[src/rtl/imem_boot_ctrl.sv]
// Instruction-memory owner: streams a program in from the host, then holds the core
// released and serves zero-latency fetches until the next load request.
module imem_boot_ctrl #(
  parameter int unsigned   ADDR_W    = 10,
  parameter int unsigned   DATA_W    = 32,
  parameter logic [DATA_W-1:0] NOP_INSTR = 32'h00000013
) (
  input  logic              clk,
  input  logic              rst,
  input  logic              host_load_req,
  input  logic              host_valid,
  output logic              host_ready,
  input  logic [DATA_W-1:0] host_data,
  input  logic              host_last,
  input  logic [31:0]       core_fetch_addr,
  output logic [DATA_W-1:0] core_instr,
  output logic              core_run,
  output logic              fetch_oob,
  output logic [ADDR_W:0]   load_count,
  output logic              load_err,
  output logic              mem_we,
  output logic [ADDR_W-1:0] mem_addr,
  output logic [DATA_W-1:0] mem_wdata,
  input  logic [DATA_W-1:0] mem_rdata
);

  localparam logic [1:0] S_IDLE = 2'd0;
  localparam logic [1:0] S_LOAD = 2'd1;
  localparam logic [1:0] S_RUN  = 2'd2;

  logic [1:0]        state_q, state_d;
  logic [ADDR_W-1:0] wr_ptr_q, wr_ptr_d;
  logic [ADDR_W:0]   count_q, count_d;
  logic              err_q, err_d;
  logic              run_q;
  logic              beat;
  logic              oob;
  logic              unused_byte_offset;

  // Byte offset within a word is irrelevant for word-aligned fetches.
  assign unused_byte_offset = ^core_fetch_addr[1:0];

  assign host_ready = (state_q == S_LOAD) && !host_load_req;
  assign beat       = host_ready && host_valid;
  assign oob        = |core_fetch_addr[31:ADDR_W+2];

  always_comb begin
    state_d  = state_q;
    wr_ptr_d = wr_ptr_q;
    count_d  = count_q;
    err_d    = err_q;
    unique case (state_q)
      S_IDLE, S_RUN: begin
        if (host_load_req) begin
          state_d  = S_LOAD;
          wr_ptr_d = '0;
          err_d    = 1'b0;
        end
      end
      S_LOAD: begin
        if (host_load_req) begin
          wr_ptr_d = '0;
          err_d    = 1'b0;
        end else if (beat) begin
          wr_ptr_d = wr_ptr_q + 1'b1;
          if (host_last) begin
            state_d = S_RUN;
            count_d = {1'b0, wr_ptr_q} + {{ADDR_W{1'b0}}, 1'b1};
          end else if (&wr_ptr_q) begin
            // Memory full without a last beat: keep the word, flag overflow, park in idle.
            state_d = S_IDLE;
            err_d   = 1'b1;
            count_d = {1'b1, {ADDR_W{1'b0}}};
          end
        end
      end
      default: state_d = S_IDLE;
    endcase
  end

  always_ff @(posedge clk or posedge rst) begin
    if (rst) begin
      state_q  <= S_IDLE;
      wr_ptr_q <= '0;
      count_q  <= '0;
      err_q    <= 1'b0;
      run_q    <= 1'b0;
    end else begin
      state_q  <= state_d;
      wr_ptr_q <= wr_ptr_d;
      count_q  <= count_d;
      err_q    <= err_d;
      run_q    <= (state_d == S_RUN);
    end
  end

  always_comb begin
    mem_we     = beat;
    mem_wdata  = host_data;
    mem_addr   = '0;
    core_instr = '0;
    fetch_oob  = 1'b0;
    if (state_q == S_LOAD) begin
      mem_addr = wr_ptr_q;
    end else if (state_q == S_RUN) begin
      mem_addr   = core_fetch_addr[ADDR_W+1:2];
      fetch_oob  = oob;
      core_instr = oob ? NOP_INSTR : mem_rdata;
    end
  end

  assign core_run   = run_q;
  assign load_count = count_q;
  assign load_err   = err_q;

endmodule
[config.mk]
export PLATFORM = sky130hd
export DESIGN_NAME = imem_boot_ctrl
export DESIGN_NICKNAME = d
export VERILOG_FILES = /design/src/rtl/imem_boot_ctrl.sv
export SDC_FILE = /design/constraint.sdc
export NUM_CORES = 1
export LEC_CHECK = 0
export CAP_MARGIN = 20
export CORE_MARGIN = 5
export CORE_UTILIZATION = 29
export DETAILED_ROUTE_END_ITERATION = 10
export GPL_TIMING_DRIVEN = 0
export PLACE_DENSITY = 0.82
export SLEW_MARGIN = 40
export SYNTH_ARGS = -nofsm -noshare
export SYNTH_HDL_FRONTEND = slang
export SYNTH_SLANG_ARGS = --single-unit
[constraint.sdc]
create_clock -name clk -period 2.06 [get_ports clk]
set_input_delay 0.309 -clock clk [delete_from_list [all_inputs] [get_ports clk]]
set_output_delay 0.309 -clock clk [all_outputs]
set_load 0.05 [all_outputs]
==> reports/qor.yml <==
hold_viol: 0
yosysWarnings: 0
ctsLongestPathBuffers: 2
synth_top_area_cell: "dfrtp_1"
path_cells: "nor2b_1 > clkbuf_2 > a22o_1 > clkdlybuf4s15_2"
crit_required_ns: 1.75
synth_commonest_cells: "35 x buf_4, 30 x and2_1, 25 x dfrtp_1, 15 x nand2_1, 10 x o21ai_0"
crit_type: "flop to output pin"
cts_tree: "done"
worst_slew_pin_slew_ns: 0.536
grt_overflow_total: 0
post-route-min-period_ns: 2.01
clock_latency_ns: 0.28
area_delta_synth_final_pct: 99.2
clock_sinks: 25
grt_max_degree: 26
hp-class: "input port to flop"
place_inst: 434
chipHeight_um: 89.3
critPathCaptureType: "output pin"
clkTransAtPathRegs_ns: 0.09
finalSetupViolCount: 0
power_density_nw_per_um2: 395
h-tree-depth: 1
row_count: 28
antenna_found_initial: 0
status: "complete, no violations"
layout-drive-gt1-share: 0.333
fp.dieW_um: 89.3
timing.final.crit_share: 0.975
whs_ns: 0.374
rr_worst_depth: 5
reg2reg_slack_ns: 0.20
grt_usage: 0.184
diodes: 0
syn_area_per_cell_um2: 8.97
synth_ff_type: "dfrtp_1"
preCtsSetupSlack_ns: -1.13
yosys-top-cells-area: "dfrtp_1 34%, buf_4 14%, and2_1 10%"
hpwl_um: 6350
dpl_cell_area_um2: 3480
async_flop_share: 1.00
leakagePower_nw: 1.66
netlist_instances: 203
synth_edf_count: 0
io_pins: 191
synth.most_common_cell: "buf_4"
via_per_inst: 4.76
netlist_area_um2: 1820
vias: 2113
cap_violations: 0
dr.pass1.iters: 4
postLayoutCellArea_um2: 3630
crit_slowest_cell: "dfrtp_2"
power_mw: 1.43
finClkSkew_ns: 0.00888
ant_nets: 0
cpPeakStageDelay_ns: 0.47
cts-buffers-inserted: 3
ys_seq_area_frac: 0.343
grt_pass1_wl_um: 11300
grt_pass1_vias: 2190
slew_violations: 0
rsz0062_at_grt: "true"
numPortBuffers: 156
drcViolationCount: 0
syn_nets: 305
place_congestion: 0.808
fillers: 529
drt_wl_total_um: 8070
cp_num_buf_inv: 2
cp-start-kind: "flop"
cts_root_buf: "clkbuf_8"
postCtsHoldBufs: 0
worst_path_dominant_cell_family: "buffers and inverters"
placeableCoreArea_um2: 6030
ys_ff_latch: 25
initial_utilization: 0.302
worst-path-stages: 4
die_area_um2: 7970
max-slew-margin-rel: 0.641
drtIter0Drc: 56
holdPathStages: 2
critPathArrivalTime_ns: 1.70
cp_max_fo: 9
setup_slack_ns: 0.0516
final_cells: 444
nNetsFinal: 472
yosysUniqueCellTypes: 36
peakVddDrop_mv: 0.334
routedWlPerCell_um: 18.2
synth_top_area_frac: 0.343
max_freq_mhz: 498
worst reg2reg max path, stage by stage, from the launching register on:
cell,delay (ns)
dfrtp_1,0.52
ha_1,0.31
nand2_1,0.16
nor4_4,0.35
o21ai_4,0.17
a32o_1,0.24
cells by family (layout without fill, tap and decap cells):
kind of cell / count (synthesis) / count (layout) / share of synthesized area
XOR/XNOR: 8 / 8 / 0.0385
AO/OA/AOI/OAI: 48 / 48 / 0.196
adder cells (fa/ha/maj): 1 / 1 / 0.00687
buffers and inverters: 45 / 211 / 0.167
flip-flops: 25 / 25 / 0.343
AND/OR/NAND/NOR: 76 / 76 / 0.248
cell type report:
class | count | area (µm²) | area share
clock inverter | 1 | 7.51 | 0.00207
tap | 75 | 93.8 | 0.0259
timing repair buffer | 162 | 1560 | 0.431
multi-input combinational | 133 | 970 | 0.267
clock buffer | 3 | 41.3 | 0.0114
sequential | 25 | 627 | 0.173
inverter | 4 | 15.0 | 0.00414
buffer | 41 | 312 | 0.0858
path summary, 6_finish.rpt:
kind / from / end
hold / removal: host_load_req / core_run
hold reg to reg: load_count[8] / load_count[8]
setup reg to reg: wr_ptr_q[0] / load_count[1]
setup / recovery: state_q[0] / mem_addr[3]
max in group asynchronous: rst / state_q[0]
min in group asynchronous: rst / load_count[8]
registers in the layout (all words and copies together) (netlist names):
name,count
state_q,2
core_run,1
wr_ptr_q,10
load_count,11
load_err,1
what timing repair did:
item	in CTS	in global routing
pin swaps	11	9
gates cloned	2	0
buffers inserted	3	1
hold endpoints to repair	0	0
setup endpoints to repair	45	41
resized for setup	296	44
per-stage QoR:
stage	setup TNS [ns]	utilization
after detailed placement	-37.62	0.578
after CTS	0	0.603
after global routing	-0.107	0.602
final	0	0.602
after global placement	-35.98	0.578
after floorplan	0	-
power by group:
group / switching (mW) / internal (mW) / leakage, nW
registers: 0.0249 / 0.512 / 0.341
logic: 0.330 / 0.260 / 1.30
clock network: 0.168 / 0.137 / 0.0217
cell usage in the layout (no fill, tap or decap), drive strengths merged:
cell,instances
nor2,5
ha,1
clkdlybuf4s50,90
nand4,1
nor3,3
or2,1
o221a,1
nor2b,3
dlygate4sd2,12
nand2b,4
clkinvlp,1
nand2,15
o31ai,1
or3,1
dfrtp,25
nand3,4
o2bb2ai,9
a21oi,6
a22o,11
clkbuf,15
dlymetal6s2s,1
clkdlybuf4s15,9
a31oi,4
a21o,4
inv,4
and4,1
and2,30
xor2,2
buf,79
nand4bb,1
xnor2,6
and3,1
o21ai,11
a32o,1
nor4,6
per-layer routing:
layer  part of all wire  GRT usage
met1               0.35      0.202
met2               0.53      0.352
met3              0.097     0.0369
met4              0.021     0.0541
met5                  0          0
No activity file was read; power rests on OpenSTA's default activity.
==> edit 1, RTL diff (same flow settings) <==
The parameter `DATA_W` goes from 32 to 16.
--- a/src/rtl/imem_boot_ctrl.sv
+++ b/src/rtl/imem_boot_ctrl.sv
@@ -4,3 +4,3 @@
   parameter int unsigned   ADDR_W    = 10,
-  parameter int unsigned   DATA_W    = 32,
+  parameter int unsigned   DATA_W    = 16,
   parameter logic [DATA_W-1:0] NOP_INSTR = 32'h00000013
Interface: changed (resized core_instr, host_data, mem_rdata and mem_wdata); port bits go from 191 to 127. No check against the original RTL was run, so the function may have changed too.
==> edit 1 against the original RTL <==
The run now ends with setup timing left. Sequential cell count stayed put. Global-route usage decreased by 2.7 points. Count of clock-buffer cells in the layout grew 1. Sequential power grew 1%. Routed wire length down 27%. Hold slack gained 0.0085 ns. Synthesized area down 13%. Critical endpoint is now core_instr[13]. Setup slack got worse by 0.052 ns. Total power is 6.8% lower. Clock power is 2% lower. Final area down 21%.
==> edit 1: results (changes against the original RTL) <==
The relative slew slack came out at 64.9% (was 64.1%). The flow ran to the end, but the final reports show violations. The logs give 239 (was 305) for the net count of the mapped netlist and 356 (was 444) for the non-filler instance count after layout.

The tools report the start of the worst register-to-register path as wr_ptr_q[0]$_DFFE_PP0P_ (unchanged). The xor-xnor portion of the synthesized cell area was 4.41% (was 3.85%). The mux contribution to synthesized area was 0% (unchanged).

The logs give 35 (was 36) for the number of library cell types mapped by synthesis and 39.4% (was 34.3%) for the sequential area share after synthesis. The number of placed cells counting well taps was 349 (was 434). Maximum fanout along the worst path: 5 (was 9).

Accumulated negative setup slack: -0.000391 ns (was 0 ns). The final reports fail on setup timing. Via density per instance: 4.75 (was 4.76). The global-route wire length before repair came out at 9.00 mm (was 11.3 mm). The run gives 78 (was 56) as the DRC violation total after the first TritonRoute iteration.

The tools report the via count of the first global-routing pass as 1,758 (was 2,190). List of most frequent post-synthesis cells: sky130_fd_sc_hd__dfrtp_1, sky130_fd_sc_hd__buf_4, sky130_fd_sc_hd__nand2_1, sky130_fd_sc_hd__and2_1, sky130_fd_sc_hd__o21ai_0 (was sky130_fd_sc_hd__buf_4, sky130_fd_sc_hd__and2_1, sky130_fd_sc_hd__dfrtp_1, sky130_fd_sc_hd__nand2_1, sky130_fd_sc_hd__o21ai_0). The area share of fa/ha/maj cells after synthesis was 0.787% (was 0.687%). The mean routed wirelength per cell came out at 16.6 um (was 18.2 um). The share of the synthesized area in compound gates (AO/OA/AOI/OAI) was 22.5% (was 19.6%); the total of endpoints with negative setup slack in the final report was 1 (was 0). Largest vdd supply drop: 0.000336 V (was 0.000334 V).

The number of detailed-route iterations in the first pass came out at 4 (unchanged). The count of H-tree levels built during CTS came out at 1 (unchanged). The estimated wirelength of the detail-placed design came out at 4.41 mm (was 6.35 mm). The logs give 0.841 (was 0.808) for the routability congestion estimate from global placement and 15.7% (was 18.4%) for the global-route usage over all layers. The initial antenna violation count is 0 (unchanged).

Type of the worst min-delay path: in2async (was in2reg). The post-layout worst setup margin is -0.000391 ns (was 0.0516 ns). The clock transition time at the flip-flop clock pins of the worst setup and hold paths is 0.09 ns (about the same). The critical path data arrival time came out at 1.75 ns (was 1.70 ns). The fraction of layout instances using a drive strength above 1 works out to 28.5% (was 33.3%).

Top post-synthesis cells by area: sky130_fd_sc_hd__dfrtp_1, sky130_fd_sc_hd__buf_4, sky130_fd_sc_hd__and2_1 (unchanged). The tools report the post-synthesis cell count as 169 (was 203). The count of buffers inserted at the top-level ports came out at 108 (was 156). The clock tree skew after final layout is 0.00667 ns (was 0.00888 ns), and the static power due to leakage is 1.32 nW (was 1.66 nW).
-- edit 1: cell types whose count changed after synthesis, sizes merged --
cell | before | now
o21ai | 11 | 13
and2 | 30 | 14
buf | 37 | 20
a21oi | 6 | 4
clkbuf | 4 | 3
-- edit 1: cell families (layout without fill, tap and decap cells) --
kind of cell,after synthesis,in the layout
compound gates,48,48
xor+xnor,8,8
fa+ha+maj,1,1
buf+inv,27,142
flops,25,25
simple gates,60,60
-- edit 1: cell type report --
cell class	count	area, um^2
fillers	509	2530
repair buffers	111	1060
multi-input cells	117	863
flip-flops and latches	25	628
plain buffers	23	173
well taps	72	90.1
clock buffers	4	45.0
inverters	4	15.0
-- edit 1: through the flow --
stage | cell area [um^2] | util, % | total power, mW | setup WS, ns | hold WS [ns]
after floorplan | 1600 | - | 0.829 | 0.108 | 0.336
after global placement | 2770 | 51.2 | 1.05 | -1.05 | 0.473
after detailed placement | 2770 | 51.2 | 1.06 | -1.03 | 0.479
after CTS | 2900 | 53.7 | 1.35 | -0.00387 | 0.405
after global routing | 2880 | 53.2 | 1.39 | -0.0179 | 0.438
final | 2880 | 53.2 | 1.34 | -0.000391 | 0.382
-- edit 1: worst max path at each step --
| stage | startpoint | end | slack, ns | cells after the start |
|---|---|---|---|---|
| final | core_fetch_addr[14] | core_instr[13] | -0.0004 | 6 |
| after global routing | core_fetch_addr[14] | core_instr[15] | -0.02 | 5 |
| after global placement | core_fetch_addr[13] | core_instr[7] | -1.05 | 6 |
| after detailed placement | core_fetch_addr[13] | core_instr[7] | -1.03 | 6 |
| after CTS | core_fetch_addr[26] | core_instr[10] | -0.004 | 7 |
| after floorplan | state_q[1]$_DFF_PP0_ | mem_addr[6] | 0.11 | 2 |
-- edit 1: where the power goes --
group | internal, mW | switching (mW)
sequential | 0.515 | 0.0296
combinational | 0.203 | 0.287
clock | 0.139 | 0.162
total | 0.857 | 0.479
-- edit 1: layer usage --
| layer | vias up | GRT usage, % | wire [um] |
|---|---|---|---|
| li1 | 822 | - | - |
| met1 | 799 | 19.2 | 2430 |
| met5 | - | 0 | 0 |
| met4 | 0 | 3.95 | 81 |
| met3 | 9 | 3.16 | 251 |
| met2 | 62 | 27.8 | 3140 |
-- edit 1: what timing repair did --
action                     in CTS  in global routing
setup endpoints to repair      29                 26
gates cloned                    1                  0
hold endpoints to repair        0                  0
pin swaps                      15                  5
gates resized for setup       190                 30
buffers inserted                0                  2
-- edit 1: worst max-delay path: stages --
cell	delay (ns)
sky130_fd_sc_hd__clkdlybuf4s50_1	0.44
sky130_fd_sc_hd__nor4_4	0.27
sky130_fd_sc_hd__and4_4	0.32
sky130_fd_sc_hd__buf_8	0.12
sky130_fd_sc_hd__and2_4	0.15
sky130_fd_sc_hd__buf_8	0.14
==> edit 2, RTL diff (same flow settings) <==
Made on the original files. Put one more register stage on the output `load_count`, cleared by the reset. The value now appears one clock later. The other outputs are not delayed to match.
--- a/src/rtl/imem_boot_ctrl.sv
+++ b/src/rtl/imem_boot_ctrl.sv
@@ -112,3 +112,9 @@
   assign core_run   = run_q;
-  assign load_count = count_q;
+  always_ff @(posedge clk or posedge rst) begin
+    if (rst) begin
+      load_count <= '0;
+    end else begin
+      load_count <= count_q;
+    end
+  end
   assign load_err   = err_q;
Formal check against the unedited RTL: not equivalent (a bounded check fails within 4 cycles, from zero or initial values and one cycle with rst high).
==> edit 2 against the original RTL <==
Total power up 40%. Count of clock-buffer cells in the layout up 4. Setup slack worse by 0.0087 ns. Sequential cell count up 11. Synthesized area up 15%. Final cell count up 8.3%. Global-route usage down 0.88 points. Final area up 9.6%. Routed wire length up 1.1%. Critical endpoint is now core_instr[27]. Largest cell class unchanged. Largest power group is now registers.
==> edit 2: results (changes against the original RTL) <==
For the global-route usage over all layers, the log shows 17.5% (was 18.4%). Number of placed cells counting well taps: 467 (was 434). Top post-synthesis cells by area: sky130_fd_sc_hd__dfrtp_1, sky130_fd_sc_hd__buf_4, sky130_fd_sc_hd__and2_1 (unchanged).

The placed cell area came out at 0.00378 mm^2 (was 0.00348 mm^2). Number of buffers created by CTS: 5 (was 3). The post-synthesis to final-layout area growth is 90.1% (was 99.2%), and the clock tree skew after final layout is 0.00389 ns (was 0.00888 ns). The fraction of layout instances using a drive strength above 1 was 36.4% (was 33.3%); the largest vdd supply drop was 0.000308 V (was 0.000334 V).

The count of H-tree levels built during CTS is 2 (was 1). The run finished with clean final reports. The launching instance or port of the critical path was state_q[0]$_DFF_PP0_ (unchanged). The run gives 8.16 mm (was 8.07 mm) as the final routed wirelength across all metal layers. The tools report the global-route wire length before repair as 12.0 mm (was 11.3 mm). Number of library cell types mapped by synthesis: 39 (was 36). Post-synthesis cell count: 212 (was 203). The worst slack at placement came out at -0.997 ns (was -1.13 ns). The static power due to leakage came out at 1.87 nW (was 1.66 nW). The maximum fanout along the worst path is 7 (was 9), and the via count of the first global-routing pass is 2,334 (was 2,190). The tools report the maximum number of pins on one net before global-route repair as 37 (was 26). The relative slew slack is 59.4% (was 64.1%), and the net count of the mapped netlist is 314 (was 305). The routability congestion estimate from global placement was 0.873 (was 0.808); the clock transition time at the flip-flop clock pins of the worst setup and hold paths was 0.07 ns (was 0.09 ns). For the non-filler instance count after layout, the log shows 481 (was 444). The logs give 2,170 (was 2,113) for the overall via count from detail_route and 644 (was 529) for the number of fillers in the final layout.

The type of the worst min-delay path is reg2reg (was in2reg). The logs give 54 (was 56) for the DRC violation total after the first TritonRoute iteration and 43.1% (was 34.3%) for the sequential area share after synthesis. List of most frequent post-synthesis cells: sky130_fd_sc_hd__dfrtp_1, sky130_fd_sc_hd__buf_4, sky130_fd_sc_hd__and2_1, sky130_fd_sc_hd__o21ai_0, sky130_fd_sc_hd__a22o_1 (was sky130_fd_sc_hd__buf_4, sky130_fd_sc_hd__and2_1, sky130_fd_sc_hd__dfrtp_1, sky130_fd_sc_hd__nand2_1, sky130_fd_sc_hd__o21ai_0). The run gives 6.36 mm (was 6.35 mm) as the estimated wirelength of the detail-placed design.

The startpoint of the lowest-slack hold path is count_q[4]$_DFFE_PP0P_ (was host_load_req).
==> edit 2: cell count changes in the layout (fill, tap and decap cells not counted), moves of 4 or more <==
| cell | before | now |
|---|---|---|
| sky130_fd_sc_hd__clkbuf_2 | 3 | 9 |
| sky130_fd_sc_hd__a21oi_1 | 6 | 2 |
| sky130_fd_sc_hd__clkbuf_4 | 9 | 3 |
| sky130_fd_sc_hd__dfrtp_1 | 24 | 35 |
| sky130_fd_sc_hd__buf_2 | 15 | 22 |
| sky130_fd_sc_hd__buf_6 | 9 | 13 |
| sky130_fd_sc_hd__dlygate4sd2_1 | 12 | 6 |
| sky130_fd_sc_hd__nand2_1 | 15 | 8 |
==> edit 2: power by group <==
part           internal (mW)  switching, mW  total (mW)
combinational          0.303          0.406       0.709
sequential             0.749         0.0292       0.778
clock                  0.271          0.243       0.515
total                   1.32          0.679        2.00
==> edit 2: critical path: stages (launching register included) <==
cell and delay, ns:
sky130_fd_sc_hd__dfrtp_1 0.38, sky130_fd_sc_hd__buf_6 0.13, sky130_fd_sc_hd__nor2b_4 0.15, sky130_fd_sc_hd__and4_4 0.25, sky130_fd_sc_hd__buf_6 0.12, sky130_fd_sc_hd__buf_6 0.11
sky130_fd_sc_hd__and2_4 0.15, sky130_fd_sc_hd__buf_8 0.14
==> edit 2: cell type report <==
class | count | area share (%)
buffer | 48 | 8.68
tap | 99 | 3.11
multi-input combinational | 126 | 24.3
timing repair buffer | 162 | 38.7
clock inverter | 1 | 0.189
clock buffer | 7 | 2.17
sequential | 36 | 22.7
inverter | 2 | 0.220
==> edit 2: per-layer routing <==
metal | track usage [%] | wire length, um
met2 | 29.7 | 4310
met4 | 6.01 | 146
met5 | 0 | 0
met1 | 20.7 | 3160
met3 | 5.58 | 551
==> edit 2: final timing paths <==
check	endpoint	slack (ns)	cells after the start
setup / recovery	core_instr[27]	0.04	7
hold / removal	load_count[4]$_DFF_PP0_	0.38	0
setup reg to reg	count_q[5]$_DFFE_PP0P_	0.31	7
hold reg to reg	load_count[4]$_DFF_PP0_	0.38	0
max in group asynchronous	state_q[1]$_DFF_PP0_	1.25	2
min in group asynchronous	load_count[4]$_DFF_PP0_	0.40	2
==> edit 2: logic make-up after synthesis <==
| logic type | after synthesis | share of synthesized area, % |
|---|---|---|
| compound gates | 51 | 17.9 |
| flops | 36 | 43.1 |
| fa+ha+maj | 1 | 0.598 |
| buf+inv | 50 | 15.9 |
| xor+xnor | 8 | 3.35 |
| simple gates | 66 | 19.2 |
==> edit 2: what timing repair did <==
item | in CTS | in global routing
buffers inserted | 1 | 3
gates cloned | 2 | 0
endpoints found under the hold margin | 0 | 0
gates resized for setup | 325 | 24
pin swaps | 8 | 9
setup endpoints to repair | 45 | 37
